--- config.mk ---
export PLATFORM = sky130hd
export DESIGN_NAME = dp_probe_tap
export DESIGN_NICKNAME = d
export VERILOG_FILES = /design/src/rtl/dp_probe_tap.sv
export SDC_FILE = /design/constraint.sdc
export NUM_CORES = 1
export LEC_CHECK = 0
export ABC_AREA = 0
export CORE_UTILIZATION = 49
export DETAILED_ROUTE_END_ITERATION = 10
export DONT_BUFFER_PORTS = 1
export GPL_ROUTABILITY_DRIVEN = 1
export HOLD_SLACK_MARGIN = 0.08
export SETUP_SLACK_MARGIN = 0.4
export SLEW_MARGIN = 20
export SYNTH_ARGS = -nofsm -noshare
export SYNTH_HDL_FRONTEND = slang
export SYNTH_SLANG_ARGS = --single-unit
--- constraint.sdc ---
create_clock -name clk -period 10.65 [get_ports clk]
set_input_delay 1.5975 -clock clk [delete_from_list [all_inputs] [get_ports clk]]
set_output_delay 1.5975 -clock clk [all_outputs]
set_load 0.02 [all_outputs]
--- src/rtl/dp_probe_tap.sv ---
`timescale 1ns/1ps
`default_nettype none
// +--------------------------------------------------------------------------+
// | Module      : dp_probe_tap                                               |
// | Description : Triggered capture tap. Timestamped samples go into a FIFO  |
// |               that a reader drains through a valid/ready head port.      |
// | Revision    : 1.0 - initial release                                      |
// +--------------------------------------------------------------------------+
module dp_probe_tap #(
    parameter int DATA_W = 32,
    parameter int DEPTH  = 8,
    parameter int TS_W   = 16
) (
    input  logic              clk,
    input  logic              reset,
    input  logic              arm,
    input  logic              abort,
    input  logic [DATA_W-1:0] probe_data,
    input  logic [DATA_W-1:0] trig_mask,
    input  logic [DATA_W-1:0] trig_value,
    input  logic [7:0]        post_count,
    output logic              out_valid,
    input  logic              out_ready,
    output logic [DATA_W-1:0] out_data,
    output logic [TS_W-1:0]   out_ts,
    output logic [1:0]        state,
    output logic              overflow
);

    localparam int c_addr_w  = $clog2(DEPTH);
    localparam int c_ptr_w   = c_addr_w + 1;
    localparam int c_entry_w = DATA_W + TS_W;

    localparam logic [1:0] c_st_idle    = 2'd0;
    localparam logic [1:0] c_st_armed   = 2'd1;
    localparam logic [1:0] c_st_capture = 2'd2;
    localparam logic [1:0] c_st_done    = 2'd3;

    logic [TS_W-1:0]      r_ts;
    logic [1:0]           r_state;
    logic [7:0]           r_remaining;
    logic [c_ptr_w-1:0]   r_wptr;
    logic [c_ptr_w-1:0]   r_rptr;
    logic                 r_out_valid;
    logic [DATA_W-1:0]    r_out_data;
    logic [TS_W-1:0]      r_out_ts;
    logic                 r_overflow;
    logic [c_entry_w-1:0] r_mem [DEPTH];

    logic                 w_hit;
    logic                 w_start;
    logic                 w_push_req;
    logic                 w_full;
    logic                 w_pop;
    logic                 w_push;
    logic [c_ptr_w-1:0]   w_rptr_nxt;
    logic [c_ptr_w-1:0]   w_wptr_nxt;
    logic                 w_nonempty_nxt;
    logic [c_entry_w-1:0] w_entry;
    logic [c_entry_w-1:0] w_head;
    logic [7:0]           w_post_m1;

    assign w_hit      = (((probe_data ^ trig_value) & trig_mask) == '0);
    assign w_start    = arm && !abort && ((r_state == c_st_idle) || (r_state == c_st_done));
    assign w_push_req = !abort && (((r_state == c_st_armed) && w_hit) || (r_state == c_st_capture));
    assign w_full     = (r_wptr[c_addr_w] != r_rptr[c_addr_w]) &&
                        (r_wptr[c_addr_w-1:0] == r_rptr[c_addr_w-1:0]);
    assign w_pop      = r_out_valid && out_ready;
    // A pop in the same cycle frees the slot the push needs.
    assign w_push     = w_push_req && (!w_full || w_pop);
    assign w_rptr_nxt = r_rptr + c_ptr_w'(w_pop);
    assign w_wptr_nxt = r_wptr + c_ptr_w'(w_push);
    assign w_nonempty_nxt = (w_rptr_nxt != w_wptr_nxt);
    assign w_entry    = {probe_data, r_ts};
    // When the next head is the slot being written now, bypass the memory.
    assign w_head     = (w_rptr_nxt == r_wptr) ? w_entry : r_mem[w_rptr_nxt[c_addr_w-1:0]];
    assign w_post_m1  = (post_count == 8'd0) ? 8'd0 : (post_count - 8'd1);

    assign out_valid = r_out_valid;
    assign out_data  = r_out_data;
    assign out_ts    = r_out_ts;
    assign state     = r_state;
    assign overflow  = r_overflow;

    always_ff @(posedge clk) begin
        if (w_push) begin
            r_mem[r_wptr[c_addr_w-1:0]] <= w_entry;
        end
    end

    always_ff @(posedge clk or posedge reset) begin
        if (reset) begin
            r_ts        <= '0;
            r_state     <= c_st_idle;
            r_remaining <= '0;
            r_wptr      <= '0;
            r_rptr      <= '0;
            r_out_valid <= 1'b0;
            r_out_data  <= '0;
            r_out_ts    <= '0;
            r_overflow  <= 1'b0;
        end else begin
            r_ts <= r_ts + TS_W'(1);

            if (w_start) begin
                r_wptr      <= '0;
                r_rptr      <= '0;
                r_out_valid <= 1'b0;
                r_overflow  <= 1'b0;
            end else begin
                r_wptr      <= w_wptr_nxt;
                r_rptr      <= w_rptr_nxt;
                r_out_valid <= w_nonempty_nxt;
                if (w_nonempty_nxt) begin
                    r_out_data <= w_head[c_entry_w-1:TS_W];
                    r_out_ts   <= w_head[TS_W-1:0];
                end
                if (w_push_req && !w_push) begin
                    r_overflow <= 1'b1;
                end
            end

            if (abort) begin
                r_state <= c_st_idle;
            end else begin
                case (r_state)
                    c_st_idle: begin
                        if (arm) r_state <= c_st_armed;
                    end
                    c_st_armed: begin
                        if (w_hit) begin
                            r_remaining <= w_post_m1;
                            r_state     <= (w_post_m1 == 8'd0) ? c_st_done : c_st_capture;
                        end
                    end
                    c_st_capture: begin
                        r_remaining <= r_remaining - 8'd1;
                        if (r_remaining <= 8'd1) r_state <= c_st_done;
                    end
                    c_st_done: begin
                        if (arm) r_state <= c_st_armed;
                    end
                    default: r_state <= c_st_idle;
                endcase
            end
        end
    end

endmodule
`default_nettype wire

==> metrics, run 1 <==
Fin. Hold Viols=0; die area=roughly 0.04 mm2; # setup viols final=0; Comb power frac=between 30 and 40%; sequential share of the synthesized area=between 70 and 80%; via count=between 9000 and 10000; Pwr Total=6.05 mW; layer with the highest usage=met2; CTS tree=built; Synthesized Nets=approximately 1200; switching power of the nets=~2.1 mW; Leak Pwr=about 7.4 nW; iteration count of the initial detailed-routing pass=6; CTS Sinks=468; Tmin final=5.36 ns; fillcell total=roughly 3100; Via density=approximately 5.9; Reg2Reg Depth=12; crit path max fanout=97; Worst-Margin Slew=between 1 and 1.5 ns; Critical Path Sink=out_data[10]$_DFFE_PP0P_; class of the tightest hold or removal check=register to register; Max Cap Viol=0; most frequent cells in the layout=edfxtp_1, mux4_2, dfrtp_1; crit share post-route=50.3%; DP HPWL=~24000 um; worst vdd ir=0.257 mV; diode count=0; root buffer cell=clkbuf_16; ANT nets after route=0; routed wire length=roughly 43000 um; Worst slew margin=32.4%; outcome=complete, no violations; Synth-to-Final Area Change=11.4%; top_reg_cell synth=edfxtp_1; Ys Warns=0; fin nets=approximately 1300; Power Dens Cells=approximately 280 mW/mm2; CTS resizes=0; CTS buffer count=roughly 50; GR Layer Usage met3=5.37%; R2R setup slack=6.90 ns; EDFF count, synth=around 380; crit-path max cell delay=around 0.63 ns; Clock Tree Buf Depth=3; die width=~200 um; die height=roughly 200 um; Syn Area/Cell=approximately 17 um2; Yosys reg bits=468; crit-path most repeated cell=xor2_1; GR Overflow Total=0; crit path cell chain=xor2_1 -> a22oi_1 -> nand4_1 -> nor4_4 -> a21oi_2 -> nor3_1 -> ha_1 -> nand3_1 -> xor2_1 -> xnor2_1 -> a41oi_4 -> buf_6 -> o211ai_1 -> o21ai_1; CTS H-tree depth=2; CP Data Required Time=11.12 ns; DR iter-0 viols=around 780; core area=0.0387 mm2; vias in the first global route=between 10000 and 15000; setup TNS=0 ns; Worst Path Buf+Inv=1; post-synthesis instance total=between 1000 and 1500; Max Fclk=approximately 0.19 GHz; share of synthesized registers carrying an async set or reset=about 18%; IO Count=~160; largest net degree at the start of global routing=between 90 and 100; first-pass GRT wire length=around 65000 um; Worst path depth=14; placer's final routability congestion estimate=slightly above 0.8; worst reg2reg path endpoint=out_data[10]$_DFFE_PP0P_; Initial Utilization=about half; drt wl/cell=about 25 um; Total GRT Usage=between 20% and 30%; pins over their slew limit=0; met2 Usage GRT=35.4%; RSZ-0062 raised after global routing=no; worst setup path start=trig_value[30]; Cell variety after synth=between 50 and 60; Post-route DRC=0; CP Launch Type=primary input; FF-to-FF Start=state[0]$_DFFE_PP0P_; Seq pwr share=about two fifths; PortBufs=0; cell internal pwr=roughly 4 mW; postcts setup bufs=0; met1 Use GR=between 20% and 30%; antenna violations before repair=0; commonest non-fill, non-tap cell in the layout=edfxtp_1; worst endpoint data arrival time=~5.8 ns; Skew-Pair Late Insertion Delay=between 0.5 and 0.6 ns; share of cells above drive strength 1=between 15 and 20%; # rows=just over 70; crit path max-delay cell type=nor4_4; Setup CP Type=primary input to register; Clock Power Share=approximately 27%; Sw Share=between 30% and 40%; Clock Skew=a little under 0.01 ns; Hold Buf Count CTS=0; CP endpoint kind=register; Cell Area, Synth=a little under 0.02 mm2; Clock transition at path regs=0.06 ns; critical path's top delay family=simple AND/OR/NAND/NOR gates
## per-stage QoR
step	std cells	setup slack, ns	hold WS, ns	utilization [%]	cell area [um2]
2_1_floorplan	1110	2.68	0.457	-	19300
3_3_place_gp	1598	4.63	0.488	51.5	20000
3_5_place_dp	1598	4.47	0.493	51.5	20000
4_1_cts	1690	5.00	0.508	55.5	21500
5_1_grt	1690	4.97	0.515	55.5	21500
6_report	1690	5.29	0.499	55.5	21500
## power by group through the flow
stage | clock network [mW] | registers [mW] | logic (mW)
final | 1.62 | 2.41 | 2.01
after global routing | 1.73 | 2.44 | 2.25
after CTS | 1.66 | 2.42 | 2.06
after detailed placement | 0 | 2.45 | 2.05
after global placement | 0 | 2.45 | 2.02
after floorplan | 0 | 2.39 | 1.62
## synthesized netlist by cell type, types with 4 or more instances
library cell	n	area [um2]
o21ai_1	21	105
nor3_1	16	80.1
nor2b_1	6	37.5
buf_2	28	140
o21ai_0	31	155
nand2b_1	4	25.0
mux4_2	96	2160
nand3_1	7	35.0
nand2_1	67	251
o211ai_1	51	383
edfxtp_1	384	11500
nand4_1	10	62.6
ha_1	10	125
xor2_1	39	342
mux2i_1	51	510
a21oi_1	17	85.1
and3_1	6	37.5
buf_1	4	15.0
buf_4	5	37.5
xnor2_1	24	210
clkbuf_1	17	63.8
a22oi_1	13	97.6
nor2_1	14	52.6
inv_1	63	236
dfrtp_1	84	2100
## cell families after synthesis
logic type	after synthesis	synth area share (%)
buf+inv	117	2.56
xor+xnor	65	3.07
fa+ha+maj	10	0.649
mux	147	13.9
simple gates	148	3.83
compound gates	155	5.35
flops	468	70.7
## worst min-delay path by stage
| stage | from | end | slack [ns] | cells after the start |
|---|---|---|---|---|
| 2_1_floorplan | r_remaining[6]$_DFFE_PP0P_ | r_remaining[6]$_DFFE_PP0P_ | 0.46 | 1 |
| 3_3_place_gp | r_remaining[6]$_DFFE_PP0P_ | r_remaining[6]$_DFFE_PP0P_ | 0.49 | 1 |
| 3_5_place_dp | r_remaining[6]$_DFFE_PP0P_ | r_remaining[6]$_DFFE_PP0P_ | 0.49 | 1 |
| 4_1_cts | r_remaining[6]$_DFFE_PP0P_ | r_remaining[6]$_DFFE_PP0P_ | 0.51 | 1 |
| 5_1_grt | r_remaining[6]$_DFFE_PP0P_ | r_remaining[6]$_DFFE_PP0P_ | 0.51 | 1 |
| 6_report | r_remaining[6]$_DFFE_PP0P_ | r_remaining[6]$_DFFE_PP0P_ | 0.50 | 1 |
## flip-flops by register name, summed over array words and instances (netlist names)
register / count
out_data: 32
out_ts: 16
out_valid: 1
overflow: 1
r_mem: 384
r_remaining: 8
r_rptr: 4
r_ts: 16
r_wptr: 4
state: 2
## per-layer routing
metal  wire length, um  share of wire, %  vias up
met2             20800                49      273
li1                  -                 -     4394
met5                 0                 0        -
met1             18400                43     5215
met3              2920               6.8       55
met4               763               1.8        0
## layout make-up
cell class	instances	area (um2)	share of cell area [%]
Tap cell	518	648	3.02
Inverter	63	239	1.11
Timing Repair Buffer	24	184	0.856
Clock inverter	19	130	0.605
Clock buffer	73	1410	6.55
Sequential cell	468	13600	63.4
Multi-Input combinational cell	525	5250	24.4
No activity file was read; power rests on OpenSTA's default activity.
==> run 2, diff against run 1 <==
--- a/config.mk
+++ b/config.mk
@@ -11,6 +11,7 @@
 export DONT_BUFFER_PORTS = 1
 export GPL_ROUTABILITY_DRIVEN = 1
 export HOLD_SLACK_MARGIN = 0.08
+export PLACE_DENSITY = 0.66
 export SETUP_SLACK_MARGIN = 0.4
 export SLEW_MARGIN = 20
 export SYNTH_ARGS = -nofsm -noshare
==> constraint.sdc (replaced) <==
create_clock -name clk -period 4.4 [get_ports clk]
set_input_delay 0.66 -clock clk [delete_from_list [all_inputs] [get_ports clk]]
set_output_delay 0.66 -clock clk [all_outputs]
set_load 0.02 [all_outputs]
==> run 2 against run 1 <==
Against the previous run: clock power increased by 150%; cell count up 0.53%; largest cell class unchanged; register-to-register slack worse by 5.7 ns; global-route usage is 0.54 points lower; critical path depth stayed put; non-clock buffer count is 11 higher; clock-buffer cell count fell by 6; sequential share of layout area fell by 0.77 points; largest power group unchanged; routed wire length decreased by 2.9%; die area unchanged.
==> metrics, run 2 (synthesis gave the netlist of run 1 again) <==
outcome=complete, no violations; Worst-Margin Slew=0.851 ns (-0.163 ns); share of cells above drive strength 1=18.8% (+0.37 points); Comb power frac=33.9% (+0.7 points); worst setup path start=trig_value[30]; cell internal pwr=9.82 mW (+150%); CTS buffer count=49 (unchanged); largest net degree at the start of global routing=68 (-31%); CTS resizes=0 (unchanged); crit path max-delay cell type=a22oi_1; post-place setup slack=0.228 ns (-4.25 ns); die area=0.0402 mm2 (unchanged); die width=200 um (unchanged); # setup viols final=0 (unchanged); Skew-Pair Late Insertion Delay=0.57 ns (+0.02 ns); CP endpoint kind=register; Placed Cells=1609 (+0.69%); Post-route DRC=0 (unchanged); Critical Path Sink=out_data[3]$_DFFE_PP0P_; Clock Skew=0.0179 ns (+0.00807 ns); fin nets=1261 (+0.88%); Synth-to-Final Area Change=12.8%; crit-path max cell delay=0.54 ns (-0.09 ns); Max Cap Viol=0 (unchanged); die height=200 um (unchanged); crit path cell chain=xor2_1 -> a22oi_1 -> nand4_1 -> nor4_4 -> a21oi_2 -> nor3_1 -> ha_1 -> nand3_1 -> xor2_1 -> xnor2_1 -> a41oi_4 -> buf_12 -> o211ai_1 -> o21ai_1; iteration count of the initial detailed-routing pass=5 (-1); Clock Power Share=27.0% (about the same); FF-to-FF Start=state[1]$_DFFE_PP0P_; CP Data Required Time=4.89 ns (-6.23 ns); Fin. Hold Viols=0 (unchanged); worst reg2reg path endpoint=out_data[3]$_DFFE_PP0P_; most frequent cells in the layout=edfxtp_1, mux4_2, dfrtp_1; worst endpoint data arrival time=4.02 ns (-1.81 ns); crit path max fanout=67 (-31%); postcts setup bufs=0 (unchanged); GR Overflow Total=0 (unchanged); diode count=0 (unchanged); Via density=5.87 (-0.25%); pins over their slew limit=0 (unchanged); RSZ-0062 raised after global routing=no; core area=0.0387 mm2 (unchanged); Initial Utilization=49.8% (unchanged); R2R setup slack=1.16 ns (-5.74 ns); Pwr Total=14.9 mW (+150%); CTS H-tree depth=2 (unchanged); Power Dens Cells=684 mW/mm2 (+140%); worst setup margin=0.871 ns (-4.42 ns); Sw Share=34.0% (-0.52 points); crit-path most repeated cell=xor2_1; commonest non-fill, non-tap cell in the layout=edfxtp_1; via count=9965 (+0.28%); hold slack final=0.149 ns (-0.350 ns); Total GRT Usage=21.2% (-0.54 points); fin util=56.2% (+0.68 points); placer's final routability congestion estimate=0.780 (-5.8%); Max Fclk=approximately 0.28 GHz; fin cells=1699 (+0.53%); switching power of the nets=5.05 mW (+140%); first-pass GRT wire length=63500 um (-1.9%); antenna violations before repair=2 (+2); routed wire length=41700 um (-2.9%); Tmin final=between 3 and 4 ns; Worst slew margin=43.2% (+11 points); DP HPWL=24500 um (+0.90%); vias in the first global route=10200 (+0.59%); Clock Tree Buf Depth=3 (unchanged); # rows=72 (unchanged); Reg2Reg Depth=12 (unchanged); crit share post-route=~80%; CP Launch Type=primary input; ANT nets after route=0 (unchanged); root buffer cell=clkbuf_16; CTS Sinks=468 (unchanged); drt wl/cell=24.5 um (-3.4%); final non-filler cell area=0.0218 mm2 (+1.2%); Hold Buf Count CTS=0 (unchanged); class of the tightest hold or removal check=primary input to asynchronous set/reset pin; max reg flops=384 (unchanged); worst vdd ir=0.986 mV (+280%); Leak Pwr=7.56 nW (+1.9%); Placed Instance Area=0.0202 mm2 (+1.3%); DR iter-0 viols=717 (-7.7%); IO Count=161 (unchanged); Seq pwr share=39.1% (-0.8 points); PortBufs=0 (unchanged); Clock transition at path regs=0.06 ns (about the same); CTS tree=built; setup TNS=0 ns (unchanged); Setup CP Type=primary input to register
-- run 2: cell count changes in the layout (fill, tap and decap cells not counted), moves of 5 or more --
cell	change
buf_12	+9
clkinv_2	-6
nor3_2	-6
nor3_4	+6
clkinv_1	+5
-- run 2: critical path, delay by kind of cell --
kind | cells | cell delay, ns
compound gates | 5 | 1.26
fa+ha+maj | 1 | 0.21
xor+xnor | 3 | 0.62
simple gates | 4 | 0.94
buf+inv | 1 | 0.32
-- run 2: cell type report --
type / instances / area (um2)
multi-input cells: 525 / 5310
fillers: 2987 / 17000
inverters: 63 / 239
repair buffers: 35 / 375
clock buffers: 67 / 1340
flip-flops and latches: 468 / 13600
well taps: 518 / 648
clock inverters: 23 / 223
-- run 2: worst min-delay path by stage --
stage                                     startpoint  slack [ns]  cells after the start                         end
after global routing                           abort        0.15                      1        state[0]$_DFFE_PP0P_
after CTS                                      abort        0.14                      1        state[0]$_DFFE_PP0P_
after floorplan           r_remaining[6]$_DFFE_PP0P_        0.46                      1  r_remaining[6]$_DFFE_PP0P_
final                                          reset        0.15                      1    out_data[16]$_DFFE_PP0P_
after global placement    r_remaining[6]$_DFFE_PP0P_        0.48                      1  r_remaining[6]$_DFFE_PP0P_
after detailed placement  r_remaining[6]$_DFFE_PP0P_        0.49                      1  r_remaining[6]$_DFFE_PP0P_
-- run 2: layer usage --
layer,track usage (%),routed length [um],vias up
li1,-,-,4410
met1,30.1,18400,5241
met2,33.8,20200,249
met3,4.07,2120,61
met4,6.24,896,4
met5,0,27,-
-- run 2: power by group through the flow --
stage | Sequential, mW | Combinational (mW) | Clock (mW)
after global routing | 5.86 | 5.63 | 4.24
after CTS | 5.83 | 5.16 | 4.09
after detailed placement | 5.91 | 5.15 | 0
after floorplan | 5.79 | 3.92 | 0
after global placement | 5.91 | 5.05 | 0
final | 5.81 | 5.05 | 4.02
